$ cat src/rtl/ps2_key_rx.sv
// ps2_key_rx: PS/2 keyboard receiver assembling scan-code sequences into key event words
module ps2_key_rx #(
  parameter int FILTER  = 8,
  parameter int TIMEOUT = 24000
) (
  input  logic        clk_sys,
  input  logic        reset_n,
  input  logic        ps2_kbd_clk,
  input  logic        ps2_kbd_data,
  output logic [64:0] ps2_key,
  output logic        frame_err
);
  localparam int FW = $clog2(FILTER + 1);
  localparam int TW = $clog2(TIMEOUT + 1);
  localparam logic [FW-1:0] FMAX = FW'(FILTER - 1);
  localparam logic [TW-1:0] TMAX = TW'(TIMEOUT);
  typedef enum logic [1:0] {IDLE, DATA, PARITY, STOP} state_t;
  state_t        state;
  logic [1:0]    clk_sync, dat_sync;
  logic          clk_flt, clk_flt_d;
  logic [FW-1:0] flt_cnt;
  logic [TW-1:0] tmo_cnt;
  logic [2:0]    bit_idx;
  logic [7:0]    shift, byte_q;
  logic          par, byte_vld;
  logic [63:0]   seq_buf, nxt_buf;
  logic [2:0]    pause_cnt;
  logic          fall, bit_in, flt_hit, done;
  assign bit_in  = dat_sync[1];
  assign fall    = clk_flt_d & ~clk_flt;
  assign flt_hit = (clk_sync[1] != clk_flt) && (flt_cnt == FMAX);
  assign nxt_buf = {seq_buf[55:0], byte_q};
  assign done    = (pause_cnt != 3'd0) ? (pause_cnt == 3'd1)
                 : !(byte_q == 8'hE0 || byte_q == 8'hF0 || byte_q == 8'hE1);
  always_ff @(posedge clk_sys or negedge reset_n)
    if (!reset_n) begin
      clk_sync <= 2'b11;
      dat_sync <= 2'b11;
    end else begin
      clk_sync <= {clk_sync[0], ps2_kbd_clk};
      dat_sync <= {dat_sync[0], ps2_kbd_data};
    end
  always_ff @(posedge clk_sys or negedge reset_n)
    if (!reset_n) begin
      clk_flt   <= 1'b1;
      clk_flt_d <= 1'b1;
      flt_cnt   <= '0;
    end else begin
      clk_flt_d <= clk_flt;
      flt_cnt   <= (clk_sync[1] == clk_flt || flt_hit) ? '0 : flt_cnt + 1'b1;
      if (flt_hit) clk_flt <= clk_sync[1];
    end
  always_ff @(posedge clk_sys or negedge reset_n)
    if (!reset_n) begin
      state     <= IDLE;
      bit_idx   <= '0;
      shift     <= '0;
      par       <= 1'b0;
      tmo_cnt   <= '0;
      byte_q    <= '0;
      byte_vld  <= 1'b0;
      frame_err <= 1'b0;
    end else begin
      byte_vld  <= 1'b0;
      frame_err <= 1'b0;
      tmo_cnt   <= (fall || state == IDLE) ? '0 : tmo_cnt + 1'b1;
      if (state != IDLE && !fall && tmo_cnt == TMAX) state <= IDLE;
      else if (fall)
        case (state)
          IDLE: if (!bit_in) begin
            state   <= DATA;
            bit_idx <= '0;
            par     <= 1'b0;
          end
          DATA: begin
            shift   <= {bit_in, shift[7:1]};
            par     <= par ^ bit_in;
            bit_idx <= bit_idx + 1'b1;
            if (bit_idx == 3'd7) state <= PARITY;
          end
          PARITY: begin
            par   <= par ^ bit_in;
            state <= STOP;
          end
          default: begin
            state <= IDLE;
            if (bit_in && par) begin
              byte_q   <= shift;
              byte_vld <= 1'b1;
            end else frame_err <= 1'b1;
          end
        endcase
    end
  always_ff @(posedge clk_sys or negedge reset_n)
    if (!reset_n) begin
      seq_buf   <= '0;
      pause_cnt <= '0;
      ps2_key   <= '0;
    end else if (frame_err) begin
      seq_buf   <= '0;
      pause_cnt <= '0;
    end else if (byte_vld) begin
      pause_cnt <= (pause_cnt != 3'd0) ? pause_cnt - 1'b1 : (byte_q == 8'hE1 ? 3'd7 : 3'd0);
      if (done) begin
        ps2_key <= {~ps2_key[64], nxt_buf};
        seq_buf <= '0;
      end else seq_buf <= nxt_buf;
    end
endmodule
$ cat config.mk
export PLATFORM = sky130hd
export DESIGN_NAME = ps2_key_rx
export DESIGN_NICKNAME = d
export VERILOG_FILES = /design/src/rtl/ps2_key_rx.sv
export SDC_FILE = /design/constraint.sdc
export NUM_CORES = 1
export LEC_CHECK = 0
export ABC_AREA = 1
export CAP_MARGIN = 20
export CORE_UTILIZATION = 57
export CTS_CLUSTER_SIZE = 14
export DETAILED_ROUTE_END_ITERATION = 10
export GPL_TIMING_DRIVEN = 0
export MAX_ROUTING_LAYER = met4
export PLACE_DENSITY = 0.79
export SETUP_SLACK_MARGIN = 0.1
export SLEW_MARGIN = 20
export SYNTH_ARGS = -nofsm -noshare
export SYNTH_HDL_FRONTEND = slang
export SYNTH_SLANG_ARGS = --single-unit
$ cat constraint.sdc
create_clock -name clk_sys -period 1.85 [get_ports clk_sys]
set_clock_uncertainty 0.1 [all_clocks]
set_input_delay 0.185 -clock clk_sys [delete_from_list [all_inputs] [get_ports clk_sys]]
set_output_delay 0.185 -clock clk_sys [all_outputs]
set_load 0.01 [all_outputs]
==> results of run 1 <==
## what timing repair did
action,4_1_cts,5_1_grt
pin swaps,1,5
resized for setup,6,25
endpoints found under the setup margin,121,138
setup buffers,1,4
gates cloned,0,1
hold buffers,1,0
hold endpoints to repair,68,0
## registers in the layout (all words and copies together) (netlist names), 2 cells and up
register	cells
tmo_cnt	15
pause_cnt	3
clk_sync	2
flt_cnt	4
byte_q	8
state	2
bit_idx	3
dat_sync	2
shift	8
ps2_key	65
seq_buf	56
## layout by cell type (no fill, tap or decap), types with 5 or more instances in the layout
| cell | synthesis | routed |
|---|---|---|
| buf_2 | 8 | 6 |
| nand2_1 | 246 | 244 |
| buf_6 | 15 | 13 |
| o21ai_0 | 27 | 27 |
| nor2_1 | 29 | 27 |
| dfrtp_1 | 167 | 166 |
| clkdlybuf4s50_1 | 0 | 68 |
| o22ai_1 | 56 | 56 |
| dfstp_2 | 6 | 6 |
| clkbuf_16 | 0 | 18 |
| clkbuf_1 | 18 | 15 |
| a21oi_1 | 10 | 10 |
| buf_4 | 1 | 5 |
| inv_1 | 99 | 96 |
| ha_1 | 14 | 13 |
| clkbuf_2 | 0 | 6 |
| nand3_1 | 80 | 79 |
## power breakdown
group / total [uW] / internal, uW / switching (uW)
clock: 3680 / 2310 / 1380
sequential: 4030 / 3930 / 100
combinational: 684 / 233 / 451
total: 8400 / 6470 / 1930
## kinds of logic after synthesis
| family | count (synthesis) |
|---|---|
| simple gates | 368 |
| flops | 173 |
| buf+inv | 143 |
| compound gates | 98 |
| fa+ha+maj | 14 |
| xor+xnor | 4 |
| mux | 1 |
## worst max-delay path, stage by stage, from the launching register on
cell	delay [ps]
dfrtp_1	400
inv_2	100
ha_4	140
inv_2	50
nor2_4	100
nand3_2	90
nand2_4	120
nand2_4	70
buf_12	150
buf_8	130
nand2_2	50
nand2_1	60
## metrics by stage
stage	utilization (%)	total power [uW]
floorplan	-	4480
global placement	65.6	4660
detailed placement	65.8	4720
CTS	70.9	8400
global route	71.8	8700
finish	71.8	8400
## layout make-up
class	count	area, sq um
Tap cell	172	215
Sequential cell	173	4340
Timing Repair Buffer	77	796
Clock inverter	8	140
Multi-Input combinational cell	485	2360
Fill cell	900	3540
Buffer	43	332
Inverter	100	375
Clock buffer	22	464
## path summary, 6_finish.rpt
path,endpoint,slack [ps],cells after the start
worst max register to register,ps2_key[5]$_DFFE_PN0P_,150,11
worst min-delay path,dat_sync[0]$_DFF_PN1_,60,1
worst max-delay path,ps2_key[5]$_DFFE_PN0P_,150,11
worst min register to register,clk_sync[1]$_DFF_PN1_,260,0
max in group asynchronous,frame_err$_DFF_PN0_,560,3
min in group asynchronous,ps2_key[56]$_DFFE_PN0P_,200,2
## metal layers
layer	global-route usage, %	vias to the layer above
met2	44.2	136
met3	4.34	31
li1	-	2746
met1	31.0	2754
met4	11.0	0
met5	-	-
==> summary.md, run 1 <==
| Metric | Value |
|---|---|
| Outcome | `finished clean` |
| Layout cells sized above 1 | `9.91%` |
| Yosys warns | `0` |
| Vias | `about 5,700` |
| Placer Congestion | `a little under 0.9` |
| RSZ-0062 raised after global routing | `true` |
| H-tree levels | `4` |
| Area leader, netlist | `dfrtp_1` |
| PwrDens | `a little over 900 nW/um^2` |
| Clock sinks | `about 170` |
| Ant. Diodes | `0` |
| Post-DR wirelength/cell | `approximately 14 um` |
| Leakage | `approximately 0.0043 uW` |
| Setup violators final | `0` |
| CTS tree | `built` |
| # rows | `between 40 and 50` |
| Vias/cell | `roughly 5.2` |
| Hold WS | `roughly 60 ps` |
| Worst Tran Pin Value | `between 500 and 600 ps` |
| Worst Path Max Fanout | `10` |
| Die Y | `~120 um` |
| Post-Syn Area per Cell | `around 9.2 sq um` |
| Global-route wire length before repair | `around 26,000 um` |
| Post-Synth XOR/XNOR Area | `less than 1%` |
| VDD IR max | `approximately 0.00058 V` |
| Sequential share of the synthesized area | `roughly three fifths` |
| R2r startpoint | `pause_cnt[0]$_DFFE_PN0P_` |
| Largest net degree at the start of global routing | `106` |
| GRT Overall Usage | `between 20% and 30%` |
| Final worst slack | `between 100 and 150 ps` |
| Clock Tree Root | `clkbuf_16` |
| Synth top cells by count | `246 x nand2_1, 167 x dfrtp_1, 99 x inv_1, 80 x nand3_1, 56 x o22ai_1` |
| Die extent in x | `115 um` |
| Post-Syn Instances | `around 800` |
| Final hold vios | `0` |
| DR WL met3 | `slightly above 600 um` |
| Setup TNS | `0 ps` |
| Critical Path Start Type | `flop` |
| Synthesized Nets | `between 800 and 900` |
| Post-synth EDFFs | `0` |
| Final worst-path cycle share | `between 90% and 100%` |
| Final Non-Filler Cells | `1,080` |
| Total Wirelength | `around 16,000 um` |
| Fin nets | `a little over 900` |
| Hold_sp | `ps2_kbd_data` |
| Yosys reg bits | `approximately 170` |
| Post-route minimum period | `approximately 1700 ps` |
| Hold Crit Class | `in2reg` |
| Req. time, crit path | `2060 ps` |
| Met1 WL | `about 6800 um` |
| Count leader, synth | `nand2_1` |
| Deepest clock path buffer count | `2` |
| Met2 WL post-DR | `a little under 8000 um` |
| Vias in the first global route | `approximately 5,600` |
| Clock Latency Late Sink | `~430 ps` |
| Final Slew Violations | `0` |
| Setup WS pre-CTS | `-72.4 ps` |
| Design Area, Final | `between 9000 and 10,000 sq um` |
| Die area | `~13,000 sq um` |
| Synth area leaders | `dfrtp_1 57%, nand2_1 13%, nand3_1 5.5%, inv_1 5.1%, o22ai_1 4.8%` |
| Initial antenna violation count | `0` |
| Top cell type's share of synthesized area | `57.0%` |
| Simple logic cell fraction of the synthesized area | `20.8%` |
| Remaining DRCs | `0` |
| Post-synthesis mux area share | `less than 1%` |
| Core Region | `12,600 sq um` |
| DR top layer | `met4` |
| Total CTS buffers | `17` |
| Synth Area in Compound Gates | `under 10%` |
| DRT iter0 DRCs | `between 300 and 400` |
| Maxcap violations | `0` |
| Placed Cells | `1,043` |
| Routed Antenna Nets | `0` |
| Combinational family with the most area after synthesis | `simple AND/OR/NAND/NOR gates` |
| Worst Setup Path Type | `reg2reg` |
| Post-Syn Area | `7330 sq um` |
| Rel. slew slack | `about two thirds` |
| Initial Util | `58.3%` |
| Critical path capture point type | `flop` |
| WP data arrival | `1910 ps` |
| Fmax | `~590 MHz` |
| DR pass1 iterations | `5` |
| Share of flip-flops with an asynchronous set or reset | `100%` |
| Clock Pin Slew Worst Setup and Hold Paths | `around 60 ps` |
| HPWL Detailed | `~11,000 um` |
| Post-Synth Adder-Cell Area | `between 2 and 2.5%` |
| Crit. Startpoint | `pause_cnt[0]$_DFFE_PN0P_` |
| Synth-to-layout area growth | `23.1%` |
| Placed cell area | `a little over 8000 sq um` |
| I/O pin count | `70` |
| Main synth FF type | `dfrtp_1` |
| Total congestion overflow | `0` |
| IO buf count | `about 70` |
| Yosys cell types | `30` |
No activity file was read; power rests on OpenSTA's default activity.
==> run 2, diff against run 1 <==
--- a/config.mk
+++ b/config.mk
@@ -7,6 +7,7 @@
 export LEC_CHECK = 0
 export ABC_AREA = 1
 export CAP_MARGIN = 20
+export CORE_MARGIN = 2
 export CORE_UTILIZATION = 57
 export CTS_CLUSTER_SIZE = 14
 export DETAILED_ROUTE_END_ITERATION = 10
==> summary.md, run 2 (synthesis results as in run 1) <==
| Metric | Value |
|---|---|
| Final Slew Violations | `0 (unchanged)` |
| Deepest clock path buffer count | `2 (unchanged)` |
| Fin nets | `922 (was 915)` |
| Largest reg by FF count | `ps2_key (unchanged)` |
| GRT Overall Usage | `24.3% (was 26.1%)` |
| Total Wirelength | `16,600 um (was 15,600 um)` |
| WP data arrival | `1950 ps (was 1910 ps)` |
| Die area | `13,800 sq um (was 13,300 sq um)` |
| Vias/cell | `5.37 (was 5.25)` |
| Worst Setup Path Type | `reg2reg (unchanged)` |
| Placer Congestion | `0.900 (was 0.879)` |
| Fmax | `577 MHz (was 588 MHz)` |
| Critical path capture point type | `flop (unchanged)` |
| Post-DR wirelength/cell | `15.3 um (was 14.4 um)` |
| Final Non-Filler Cells | `1,089 (was 1,080)` |
| IO buf count | `69 (unchanged)` |
| Setup TNS | `0 ps (unchanged)` |
| Worst Tran Pin Value | `527 ps (was 523 ps)` |
| Synth-to-layout area growth | `27.7% (was 23.1%)` |
| Commonest non-fill, non-tap cell in the layout | `nand2_1 (unchanged)` |
| Hold Crit Class | `in2reg (unchanged)` |
| Final hold vios | `0 (unchanged)` |
| Clock Latency Late Sink | `430 ps (about the same)` |
| Clock Tree Root | `clkbuf_16 (unchanged)` |
| Ant. Diodes | `0 (unchanged)` |
| Rel. slew slack | `64.8% (was 65.1%)` |
| VDD IR max | `0.000706 V (was 0.000583 V)` |
| Global-route wire length before repair | `26,400 um (was 26,000 um)` |
| Die Y | `117 um (was 115 um)` |
| Clock Pin Slew Worst Setup and Hold Paths | `60 ps (about the same)` |
| Vias in the first global route | `5,701 (was 5,596)` |
| PwrDens | `863 nW/um^2 (was 931 nW/um^2)` |
| Largest stage delay on the critical path | `390 ps (was 400 ps)` |
| H-tree levels | `4 (unchanged)` |
| Largest net degree at the start of global routing | `109 (was 106)` |
| Critical Path Start Type | `flop (unchanged)` |
| RSZ-0062 raised after global routing | `true (unchanged)` |
| Die extent in x | `117 um (was 115 um)` |
| Routed Antenna Nets | `0 (unchanged)` |
| Total congestion overflow | `0 (unchanged)` |
| Initial Util | `58.3% (unchanged)` |
| Design Area, Final | `9370 sq um (was 9020 sq um)` |
| DR pass1 iterations | `5 (unchanged)` |
| Critical path cell sequence | `inv_2 -> ha_4 -> inv_4 -> nor2_4 -> nand3_2 -> nand2_4 -> nand2_8 -> clkbuf_16 -> buf_8 -> nand2_2 -> nand2_1 (was inv_2 -> ha_4 -> inv_2 -> nor2_4 -> nand3_2 -> nand2_4 -> nand2_4 -> buf_12 -> buf_8 -> nand2_2 -> nand2_1)` |
| I/O pin count | `70 (unchanged)` |
| Core Region | `12,600 sq um (unchanged)` |
| Crit path max-delay cell type | `dfrtp_1 (unchanged)` |
| Vias | `5,853 (was 5,667)` |
| Placed cell area | `8270 sq um (unchanged)` |
| Worst Path Max Fanout | `5 (was 10)` |
| Total CTS buffers | `17 (unchanged)` |
| Largest register FFs | `65 (unchanged)` |
| Clock sinks | `173 (unchanged)` |
| FILL cells | `844 (was 900)` |
| Post-route minimum period | `1730 ps (was 1700 ps)` |
| Outcome | `finished clean (unchanged)` |
| Placed Cells | `1,043 (unchanged)` |
| # rows | `41 (unchanged)` |
| Layout cells sized above 1 | `17.1% (was 9.91%)` |
| HPWL Detailed | `10,600 um (about the same)` |
| Leakage | `0.00440 uW (was 0.00431 uW)` |
| Req. time, crit path | `2070 ps (was 2060 ps)` |
| Setup violators final | `0 (unchanged)` |
| DRT iter0 DRCs | `356 (was 391)` |
| Commonest non-fill, non-tap cells in the layout | `192 x nand2_1, 164 x dfrtp_1, 96 x inv_1 (was 244 x nand2_1, 166 x dfrtp_1, 96 x inv_1)` |
| CTS tree | `built (unchanged)` |
| Maxcap violations | `0 (unchanged)` |
| Final worst-path cycle share | `93.7% (was 91.9%)` |
| Remaining DRCs | `0 (unchanged)` |
| Initial antenna violation count | `0 (unchanged)` |
| Biggest regs | `ps2_key x65, seq_buf x56, tmo_cnt x15 (unchanged)` |
==> run 2: final timing paths <==
| check | cells past startpoint | slack [ps] | start | endpoint |
|---|---|---|---|---|
| setup / recovery | 11 | 120 | pause_cnt[0]$_DFFE_PN0P_ | ps2_key[49]$_DFFE_PN0P_ |
| hold / removal | 1 | 60 | ps2_kbd_clk | clk_sync[0]$_DFF_PN1_ |
| setup reg to reg | 11 | 120 | pause_cnt[0]$_DFFE_PN0P_ | ps2_key[49]$_DFFE_PN0P_ |
| hold reg to reg | 0 | 260 | dat_sync[0]$_DFF_PN1_ | dat_sync[1]$_DFF_PN1_ |
| max in group asynchronous | 3 | 550 | reset_n | state[0]$_DFFE_PN0P_ |
| min in group asynchronous | 2 | 190 | reset_n | ps2_key[50]$_DFFE_PN0P_ |
==> run 2: per-stage QoR <==
stage / total power [uW] / utilization (%) / hold slack, ps / setup slack, ps
after global routing: 8410 / 74.5 / 62.4 / 36.2
after detailed placement: 4720 / 65.8 / 57.7 / -73.4
after global placement: 4660 / 65.6 / 246 / -6010
after CTS: 8090 / 70.7 / 56.2 / 69.6
after floorplan: 4480 / - / -211 / 184
final: 8080 / 74.5 / 64.0 / 117
==> run 2: final cells by class <==
class / instances / area [sq um] / share of cell area (%)
tap: 172 / 215 / 2.30
clock inverter: 10 / 90.1 / 0.962
inverter: 100 / 378 / 4.03
buffer: 41 / 337 / 3.59
multi-input combinational: 485 / 2570 / 27.4
clock buffer: 22 / 474 / 5.06
timing repair buffer: 86 / 963 / 10.3
sequential: 173 / 4340 / 46.3
==> run 2: per-layer routing <==
metal  vias up  global-route usage (%)  part of all wire [%]
met5         -                       -                     0
met4         0                    10.9                   2.8
met3        41                    4.23                   4.3
met2       172                    39.8                    50
met1      2868                    29.9                    42
li1       2772                       -                     -
==> run 2: critical path: cells and delay by family, from the launching register on <==
family                     cells  cell delay [ps]
adders and majority gates      1              140
buffers and inverters          4              450
DFF                            1              390
and+or+nand+nor                6              540
==> run 2: timing repair <==
item / 4_1_cts / 5_1_grt
pin swaps: 1 / 6
resized for setup: 11 / 90
endpoints found under the hold margin: 65 / 0
hold buffers: 1 / 0
cloned: 0 / 6
setup buffers: 1 / 8
setup endpoints to repair: 123 / 141
==> run 2: where the power goes <==
group	internal, uW	leakage (uW)	switching [uW]
clock network	1950	0.000272	1440
logic	215	0.00175	437
registers	3930	0.00238	102
